==> src/rtl/psum_drain_accum.sv <==
// psum_drain_accum: accumulates K-tile partial sums from the bottom PE of a
// systolic column, requantizes finished sums to 8-bit activations and hands
// results to writeback through a small in-order FIFO.
module psum_drain_accum #(
   parameter int SUM_W = 24,
   parameter int ACC_W = 32,
   parameter int DEPTH = 4,
   parameter int CNT_W = 8
) (
   input  logic             clock,
   input  logic             reset,
   input  logic             i_start,
   input  logic [CNT_W-1:0] i_cfg_passes,
   input  logic [CNT_W-1:0] i_cfg_count,
   input  logic [4:0]       i_cfg_shift,
   input  logic             i_sum_valid,
   input  logic [SUM_W-1:0] i_sum,
   output logic             o_in_ready,
   output logic             o_busy,
   output logic             o_done,
   output logic             o_valid,
   output logic [ACC_W-1:0] o_data,
   output logic [7:0]       o_act,
   input  logic             i_ready
);

   localparam int AW = (DEPTH > 1) ? $clog2(DEPTH) : 1;

   typedef enum logic [1:0] {
      IDLE  = 2'd0,
      ACCUM = 2'd1,
      HOLD  = 2'd2
   } state_t;

   state_t           state;
   logic [ACC_W-1:0] acc;
   logic [ACC_W-1:0] hold_data;
   logic [CNT_W-1:0] pass_cnt;
   logic [CNT_W-1:0] res_cnt;
   logic [CNT_W-1:0] passes_m1;   // last pass index of a result (config 0 -> 1 pass)
   logic [CNT_W-1:0] count_m1;    // last result index of a job (config 0 -> 1 result)
   logic [4:0]       shift;

   logic [ACC_W-1:0] mem [DEPTH];
   logic [AW-1:0]    wr_ptr;
   logic [AW-1:0]    rd_ptr;
   logic [AW:0]      occ;

   logic             full;
   logic             pop;
   logic             space;
   logic             accept;
   logic             last_pass;
   logic             last_res;
   logic             push;
   logic [ACC_W-1:0] result;
   logic [ACC_W-1:0] push_data;
   logic [ACC_W-1:0] shifted;

   assign o_busy     = (state != IDLE);
   assign o_in_ready = (state == ACCUM);
   assign o_valid    = (occ != '0);

   assign full      = (occ == (AW+1)'(DEPTH));
   assign pop       = o_valid && i_ready;
   // A full FIFO still has room this cycle if the consumer pops the head.
   assign space     = !full || pop;
   assign accept    = i_sum_valid && o_in_ready;
   assign last_pass = (pass_cnt == passes_m1);
   assign last_res  = (res_cnt == count_m1);
   assign result    = acc + ACC_W'(i_sum);

   // Select what enters the FIFO this cycle: the parked result in HOLD, else a
   // freshly completed sum.
   always_comb begin
      // NOTE: every signal gets a default first so no path leaves it unassigned,
      // which would otherwise infer a latch.
      push      = 1'b0;
      push_data = result;
      if (state == HOLD) begin
         push      = space;
         push_data = hold_data;
      end else if (accept && last_pass) begin
         push = space;
      end
   end

   // Job control FSM: config latch, pass/result counting, hold on backpressure.
   always_ff @(posedge clock) begin
      if (reset) begin
         state     <= IDLE;
         acc       <= '0;
         hold_data <= '0;
         pass_cnt  <= '0;
         res_cnt   <= '0;
         passes_m1 <= '0;
         count_m1  <= '0;
         shift     <= '0;
         o_done    <= 1'b0;
      end else begin
         // NOTE: non-blocking assignments here so every register samples the
         // pre-edge values; later assignments in this block override earlier ones.
         o_done <= 1'b0;
         case (state)
            IDLE: begin
               if (i_start) begin
                  passes_m1 <= (i_cfg_passes == '0) ? '0 : i_cfg_passes - CNT_W'(1);
                  count_m1  <= (i_cfg_count == '0) ? '0 : i_cfg_count - CNT_W'(1);
                  shift     <= i_cfg_shift;
                  acc       <= '0;
                  pass_cnt  <= '0;
                  res_cnt   <= '0;
                  state     <= ACCUM;
               end
            end
            ACCUM: begin
               if (accept) begin
                  if (!last_pass) begin
                     acc      <= result;
                     pass_cnt <= pass_cnt + CNT_W'(1);
                  end else begin
                     acc      <= '0;
                     pass_cnt <= '0;
                     if (!space) begin
                        hold_data <= result;
                        state     <= HOLD;
                     end
                  end
               end
            end
            HOLD: begin
               // Waits here until the FIFO frees a slot; the write itself is
               // handled by the common completion step below.
            end
            default: state <= IDLE;
         endcase

         // Completion of one result, shared by ACCUM and HOLD.
         if (push) begin
            if (last_res) begin
               state  <= IDLE;
               o_done <= 1'b1;
            end else begin
               res_cnt <= res_cnt + CNT_W'(1);
               state   <= ACCUM;
            end
         end
      end
   end

   // FIFO pointers and occupancy.
   always_ff @(posedge clock) begin
      if (reset) begin
         wr_ptr <= '0;
         rd_ptr <= '0;
         occ    <= '0;
      end else begin
         if (push) wr_ptr <= wr_ptr + AW'(1);
         if (pop)  rd_ptr <= rd_ptr + AW'(1);
         case ({push, pop})
            2'b10:   occ <= occ + (AW+1)'(1);
            2'b01:   occ <= occ - (AW+1)'(1);
            default: occ <= occ;
         endcase
      end
   end

   // FIFO storage.
   always_ff @(posedge clock) begin
      // NOTE: the storage array is deliberately not reset; an entry is only ever
      // read after it has been written, and o_data is forced to 0 while empty.
      if (push) mem[wr_ptr] <= push_data;
   end

   assign o_data  = o_valid ? mem[rd_ptr] : '0;

   // Requantize the head: logical right shift, then unsigned saturate to 8 bits.
   assign shifted = o_data >> shift;
   assign o_act   = (shifted > ACC_W'(255)) ? 8'hFF : shifted[7:0];

endmodule

==> config.mk <==
export PLATFORM = sky130hd
export DESIGN_NAME = psum_drain_accum
export DESIGN_NICKNAME = d
export VERILOG_FILES = /design/src/rtl/psum_drain_accum.sv
export SDC_FILE = /design/constraint.sdc
export NUM_CORES = 1
export LEC_CHECK = 0
export ABC_AREA = 0
export CAP_MARGIN = 5
export CORE_UTILIZATION = 61
export CTS_BUF_LIST = sky130_fd_sc_hd__clkbuf_8
export CTS_CLUSTER_SIZE = 40
export DETAILED_ROUTE_END_ITERATION = 10
export GPL_ROUTABILITY_DRIVEN = 1
export GPL_TIMING_DRIVEN = 0
export PLACE_DENSITY = 0.82
export SLEW_MARGIN = 20
export SYNTH_ARGS = -nofsm -noshare
export SYNTH_HDL_FRONTEND = slang
export SYNTH_SLANG_ARGS = --single-unit
==> constraint.sdc <==
create_clock -name clock -period 3.7 [get_ports clock]
set_input_delay 0.74 -clock clock [delete_from_list [all_inputs] [get_ports clock]]
set_output_delay 0.74 -clock clock [all_outputs]
set_load 0.02 [all_outputs]
# [After elaboration in Yosys (flattened, before gate mapping)]
# Memories as Yosys holds them, arrays and structs flattened. A register that Yosys moved wholly into a read port is not among the register bits.
# Index checks and enable logic that the tools add are counted.
[totals] regBits=111 ramBits=128 output_inout_bits=44 elab_cells=89 mem_count=1
[memory_table] name="mem" depth=4 word_bits=32 read_ports=1 rd_ports_with_merged_regs=1 wr=1 line="44" text="logic [ACC_W-1:0] mem [DEPTH];"
[classes] addsub=9 order_cmp=1 eq_ne=14 shifts=1 n_mux=32 bitwise_logic=2 n_reduce_logical=17
[op_table] op="2-to-1 mux 32 bit" n=5
[op_table] op="2-to-1 mux 8 bit" n=10
[op_table] op="case mux 32 bit (2 select lines)" n=1
[op_table] op="adder 32 x 24 -> 32 bit" n=1
[op_table] op="> comparator 32 x 8 -> 1 bit, second input constant" n=1
[op_table] op="right shift 32 x 5 -> 32 bit" n=1
[op_table] op="adder 8 x 1 -> 8 bit, second input constant" n=2
[op_table] op="== test 8 bit" n=2
[op_table] op="logical NOT 8 bit" n=2
[op_table] op="case mux 8 bit (2 select lines)" n=1
[op_table] op="subtractor 8 x 1 -> 8 bit, second input constant" n=2
[op_table] op="2-to-1 mux 2 bit" n=7
[op_table] op="2-to-1 mux 1 bit" n=6
[op_table] op="!= test 3 x 1 -> 1 bit, second input constant" n=2
[op_table] op="case mux 2 bit (3 select lines)" n=1
[op_table] op="case mux 3 bit (2 select lines)" n=1
[op_table] op="nonzero test 2 bit" n=3
[op_table] op="AND reduction 5 bit" n=1
[op_table] op="adder 2 x 1 -> 2 bit, second input constant" n=2
[op_table] op="== test 2 x 1 -> 1 bit, second input constant" n=2
[op_table] op="== test 2 bit, second input constant" n=2
[op_table] op="!= test 2 bit, second input constant" n=2
[op_table] op="AND reduction 4 bit" n=1
[op_table] op="adder 3 x 1 -> 3 bit, second input constant" n=1
[op_table] op="other kinds (14)" n=17

# [Longest topological paths before layout]
[depth] word_depth=8 mapped_depth=13 ltp_nobuf=11

# [Least setup slack after synthesis]
# Ideal clock, no wire load.
[synth_path] path_type="register to output" start="reg with a tool-made name" end="out o_act[6]" arrival_ns=2.748 path_slack_ns=0.212 path_stages_with_launch=10 path_cell_list="dfxtp_1 > buf_6 > mux4_2 > mux4_2 > and2_1 > nor3_1 > nor2_1 > a2111oi_2 > o2111a_2 > a32oi_1"
[synth_lines] element="to (decl)" line="23" text="output logic [7:0] o_act,"

==> results.py <==
metrics = {
    "global_routing": {
        "grt_max_degree": 29,
        "grt.overflow.total": 0,
        "grt_pass1_vias": 11400,
        "antenna_found_initial": 0,
        "track_usage_pct": 35.1,
        "grt_pass1_wl_um": 61000,
    },
    "timing": {
        "worst_pin_slew_ns": 1.15,
        "maxSlewViolCount": 0,
        "setup_ws_ns": -0.733,
        "max_clock_freq_mhz": 226,
        "rsz0062_at_grt": "yes",
        "setup_viol": 8,
        "min_period_ns": 4.43,
        "setup_tns_ns": -5.71,
        "clock_skew_ns": 0.0224,
        "hold_viol": 0,
        "period_share_pct": 120,
        "slew-limit-headroom_pct": 22.6,
    },
    "logic_synthesis": {
        "synth_area_per_cell_um2": 9.89,
        "async_flop_share_pct": 0,
        "ys_warn_count": 0,
        "synth-edff-count": 128,
        "synth-seq-cells": 241,
        "syn-cell-area_um2": 13600,
        "synth_nets": 1462,
        "synth_ff_type": "edfxtp_1",
        "synthCells": 1377,
        "yosysSeqAreaShare_pct": 44.8,
        "ys_types": 80,
    },
    "min_path": {
        "holdCritPathClass": "reg2reg",
    },
    "setup_path": {
        "critPathCapture": "o_act[5]",
        "r2r_slack_ns": 0.48,
        "worst_r2r_path_depth": 12,
        "critical_path_class": "reg2out",
        "timing.rr.start": "acc[0]",
        "critPathLaunchType": "flop",
        "critPathSlowestCell": "mux4_1",
        "critPathArrivalTime_ns": 3.69,
        "r2r_end": "mem[2][28]",
        "critPathCaptureType": "output port",
        "required_ns": 2.96,
        "cpPeakStageDelay_ns": 0.71,
        "worstPathCellList": "buf_12 > buf_12 > mux4_1 > mux2_2 > mux2i_1 > o32ai_1 > nor4_1 > and3_1 > o2111a_2 > o211ai_1 > buf_4",
        "critPathMostFrequentCell": "buf_12",
        "crit_fanout": 8,
    },
    "place": {
        "gp_congestion": 1.05,
        "hpwl_um": 28000,
        "io_buffers": 92,
    },
    "route": {
        "avgViaCountPerCell": 6.49,
        "route.detailed.wl_per_inst_um": 21.5,
        "drtAntennaViolNets": 0,
        "dr.pass1.iters": 7,
        "vias": 12000,
        "drcViolationCount": 0,
        "drtIter0Drc": 1233,
        "wl_um": 39900,
    },
    "final_layout": {
        "antenna-diode-count": 0,
        "final_core_util_pct": 74.8,
        "drive_gt1_share_pct": 16.5,
        "fillCellCount": 1536,
        "syn2layout_area_growth_pct": 20.2,
        "nNetsFinal": 1631,
    },
    "die": {
        "die_x_um": 151,
        "die_height_um": 151,
        "design.portCount": 94,
        "start_util_pct": 62.2,
        "rows": 54,
        "dieArea_um2": 22900,
        "core_um2": 21900,
    },
    "power": {
        "p_int_uw": 5010,
        "power_frac_clock_pct": 33.8,
        "vdd_drop_max_mv": 0.275,
        "switchingPower_uw": 2230,
        "p_sw_share_pct": 30.8,
        "comb_power_share_pct": 25.7,
        "seq_power_share_pct": 40.5,
        "powerDensity_nw_per_um2": 442,
        "leakagePower_uw": 0.00607,
    },
    "cts": {
        "clk_pin_slew_worst_paths_ns": 0.06,
        "numCtsBuffers": 39,
        "cts_sinks": 241,
        "cts-root-buf": "clkbuf_8",
        "cts_tree": "built",
        "clock_latency_ns": 0.54,
        "clk_path_buf_depth": 3,
        "htreeDepth": 2,
        "hold_buffers": 0,
    },
    "run_status": {
        "status": "finished, violations left",
        "violations": "negative setup slack",
    },
    "flow_run": {
        "drv_cap": 0,
    },
}
-- synthesized netlist by cell type (5+ instances only) --
library cell / count / area share, %
a31o_2: 5 / 0.32
nor3b_1: 5 / 0.28
edfxtp_1: 128 / 28
o21bai_1: 5 / 0.28
nor2_1: 134 / 3.7
ha_1: 33 / 3.0
xor2_1: 22 / 1.4
a21o_1: 8 / 0.44
and3_1: 13 / 0.60
mux4_2: 32 / 5.3
nand3_1: 32 / 1.2
o221ai_1: 5 / 0.32
o22ai_1: 12 / 0.55
o21ai_0: 36 / 1.3
dfxtp_1: 113 / 17
mux2_2: 35 / 2.9
buf_1: 11 / 0.30
inv_1: 37 / 1.0
a21oi_1: 90 / 3.3
xnor2_1: 36 / 2.3
nor3_1: 26 / 0.96
o21a_1: 10 / 0.55
a22oi_1: 31 / 1.7
a211oi_1: 12 / 0.66
o31ai_1: 13 / 0.72
and2_1: 39 / 1.8
a32oi_1: 8 / 0.51
clkbuf_1: 60 / 1.7
o211ai_1: 18 / 0.99
nor2b_1: 12 / 0.55
nand2_1: 174 / 4.8
buf_2: 10 / 0.37
a311oi_1: 7 / 0.45
mux2i_1: 35 / 2.6
or3_1: 11 / 0.51
or4_1: 5 / 0.28
a31oi_1: 12 / 0.55
nand4_1: 19 / 0.87
o32ai_1: 6 / 0.39
buf_6: 5 / 0.41
-- area by class of cell --
class | instances | area, um2 | share of cell area, %
multi-input combinational | 1007 | 7200 | 44.0
sequential | 241 | 6110 | 37.3
timing repair buffer | 128 | 1260 | 7.70
clock buffer | 47 | 647 | 3.95
buffer | 88 | 470 | 2.87
tap | 280 | 350 | 2.14
clock inverter | 23 | 175 | 1.07
inverter | 41 | 154 | 0.940
-- cells in the final DEF (no fill, tap or decap), types with 10 or more instances in the layout --
| cell | synthesis | final |
|---|---|---|
| inv_1 | 37 | 44 |
| xnor2_1 | 36 | 35 |
| nor2_1 | 134 | 134 |
| nand3_1 | 32 | 32 |
| nand2_1 | 174 | 173 |
| xor2_1 | 22 | 22 |
| clkdlybuf4s50_1 | 0 | 77 |
| o211ai_1 | 18 | 18 |
| or3_1 | 11 | 11 |
| o21ai_0 | 36 | 29 |
| and3_1 | 13 | 13 |
| a21oi_1 | 90 | 86 |
| o31ai_1 | 13 | 10 |
| ha_1 | 33 | 33 |
| and2_1 | 39 | 35 |
| o22ai_1 | 12 | 11 |
| clkbuf_1 | 60 | 53 |
| o21a_1 | 10 | 10 |
| buf_4 | 1 | 39 |
| mux2_2 | 35 | 33 |
| clkbuf_8 | 0 | 47 |
| mux4_2 | 32 | 35 |
| nor2b_1 | 12 | 11 |
| a211oi_1 | 12 | 12 |
| nor3_1 | 26 | 23 |
| a22oi_1 | 31 | 30 |
| nand4_1 | 19 | 19 |
| edfxtp_1 | 128 | 128 |
| mux2i_1 | 35 | 31 |
| dfxtp_1 | 113 | 109 |
-- worst max-delay path: cells and delay by family, from the launching register on --
| kind | cells | cell delay (ns) |
|---|---|---|
| flops | 1 | 0.40 |
| compound gates | 3 | 0.58 |
| buf+inv | 3 | 0.46 |
| mux | 3 | 1.23 |
| simple gates | 2 | 0.46 |
-- per-layer routing --
metal	global-route usage [%]	share of wire (%)	vias to the layer above
met5	0	0	-
met4	17.0	4.5	0
met3	5.60	9.1	161
met2	58.5	48	756
met1	44.4	39	5684
li1	-	-	5434
-- worst min path at each step --
stage / end / cells past startpoint / from / slack (ns)
after floorplan: acc[0] / 2 / acc[0] / 0.44
after global placement: acc[0] / 2 / acc[0] / 0.44
after detailed placement: hold_data[9] / 2 / hold_data[9] / 0.45
after CTS: hold_data[14] / 2 / hold_data[14] / 0.46
after global routing: hold_data[21] / 2 / hold_data[21] / 0.48
final: hold_data[14] / 2 / hold_data[14] / 0.45
-- logic make-up after synthesis --
family	synth area share, %
buffers and inverters	4.07
adders and majority gates	3.33
and+or+nand+nor	16.7
DFF	44.8
AOI/OAI and AO/OA	15.7
muxes	11.6
xor gates and xnor gates	3.73
-- per-stage QoR --
step	setup slack (ns)	cells	area, um2	power (uW)	hold WS, ns
finish	-0.733	1855	16400	7240	0.455
global route	-0.779	1855	16400	7480	0.480
CTS	-0.746	1841	16100	7150	0.457
detailed placement	-1.27	1753	15000	4690	0.447
global placement	-1.17	1749	14900	4660	0.442
floorplan	0.212	1377	13600	4070	0.436
-- sequential cells by signal, summed over array words and instances, names as in the netlist, 2 cells and up, named ones only --
signal,flops
acc,32
wr_ptr,2
mem,128
pass_cnt,8
shift,5
count_m1,8
hold_data,32
state,2
passes_m1,8
res_cnt,8
rd_ptr,2
occ,3
-- power by group through the flow --
stage / combinational [uW] / sequential (uW) / clock, uW
floorplan: 1100 / 2970 / 0
global placement: 1690 / 2980 / 0
detailed placement: 1710 / 2980 / 0
global route: 1980 / 2940 / 2560
CTS: 1760 / 2930 / 2460
finish: 1860 / 2930 / 2440
-- timing repair --
action                     in CTS  in global routing
setup endpoints to repair      63                 65
buffers inserted               17                 14
gates resized for setup        87                 55
pin swaps                      12                  8
cloned                          1                  0
Note: power is estimated with default switching activity, not from simulation.
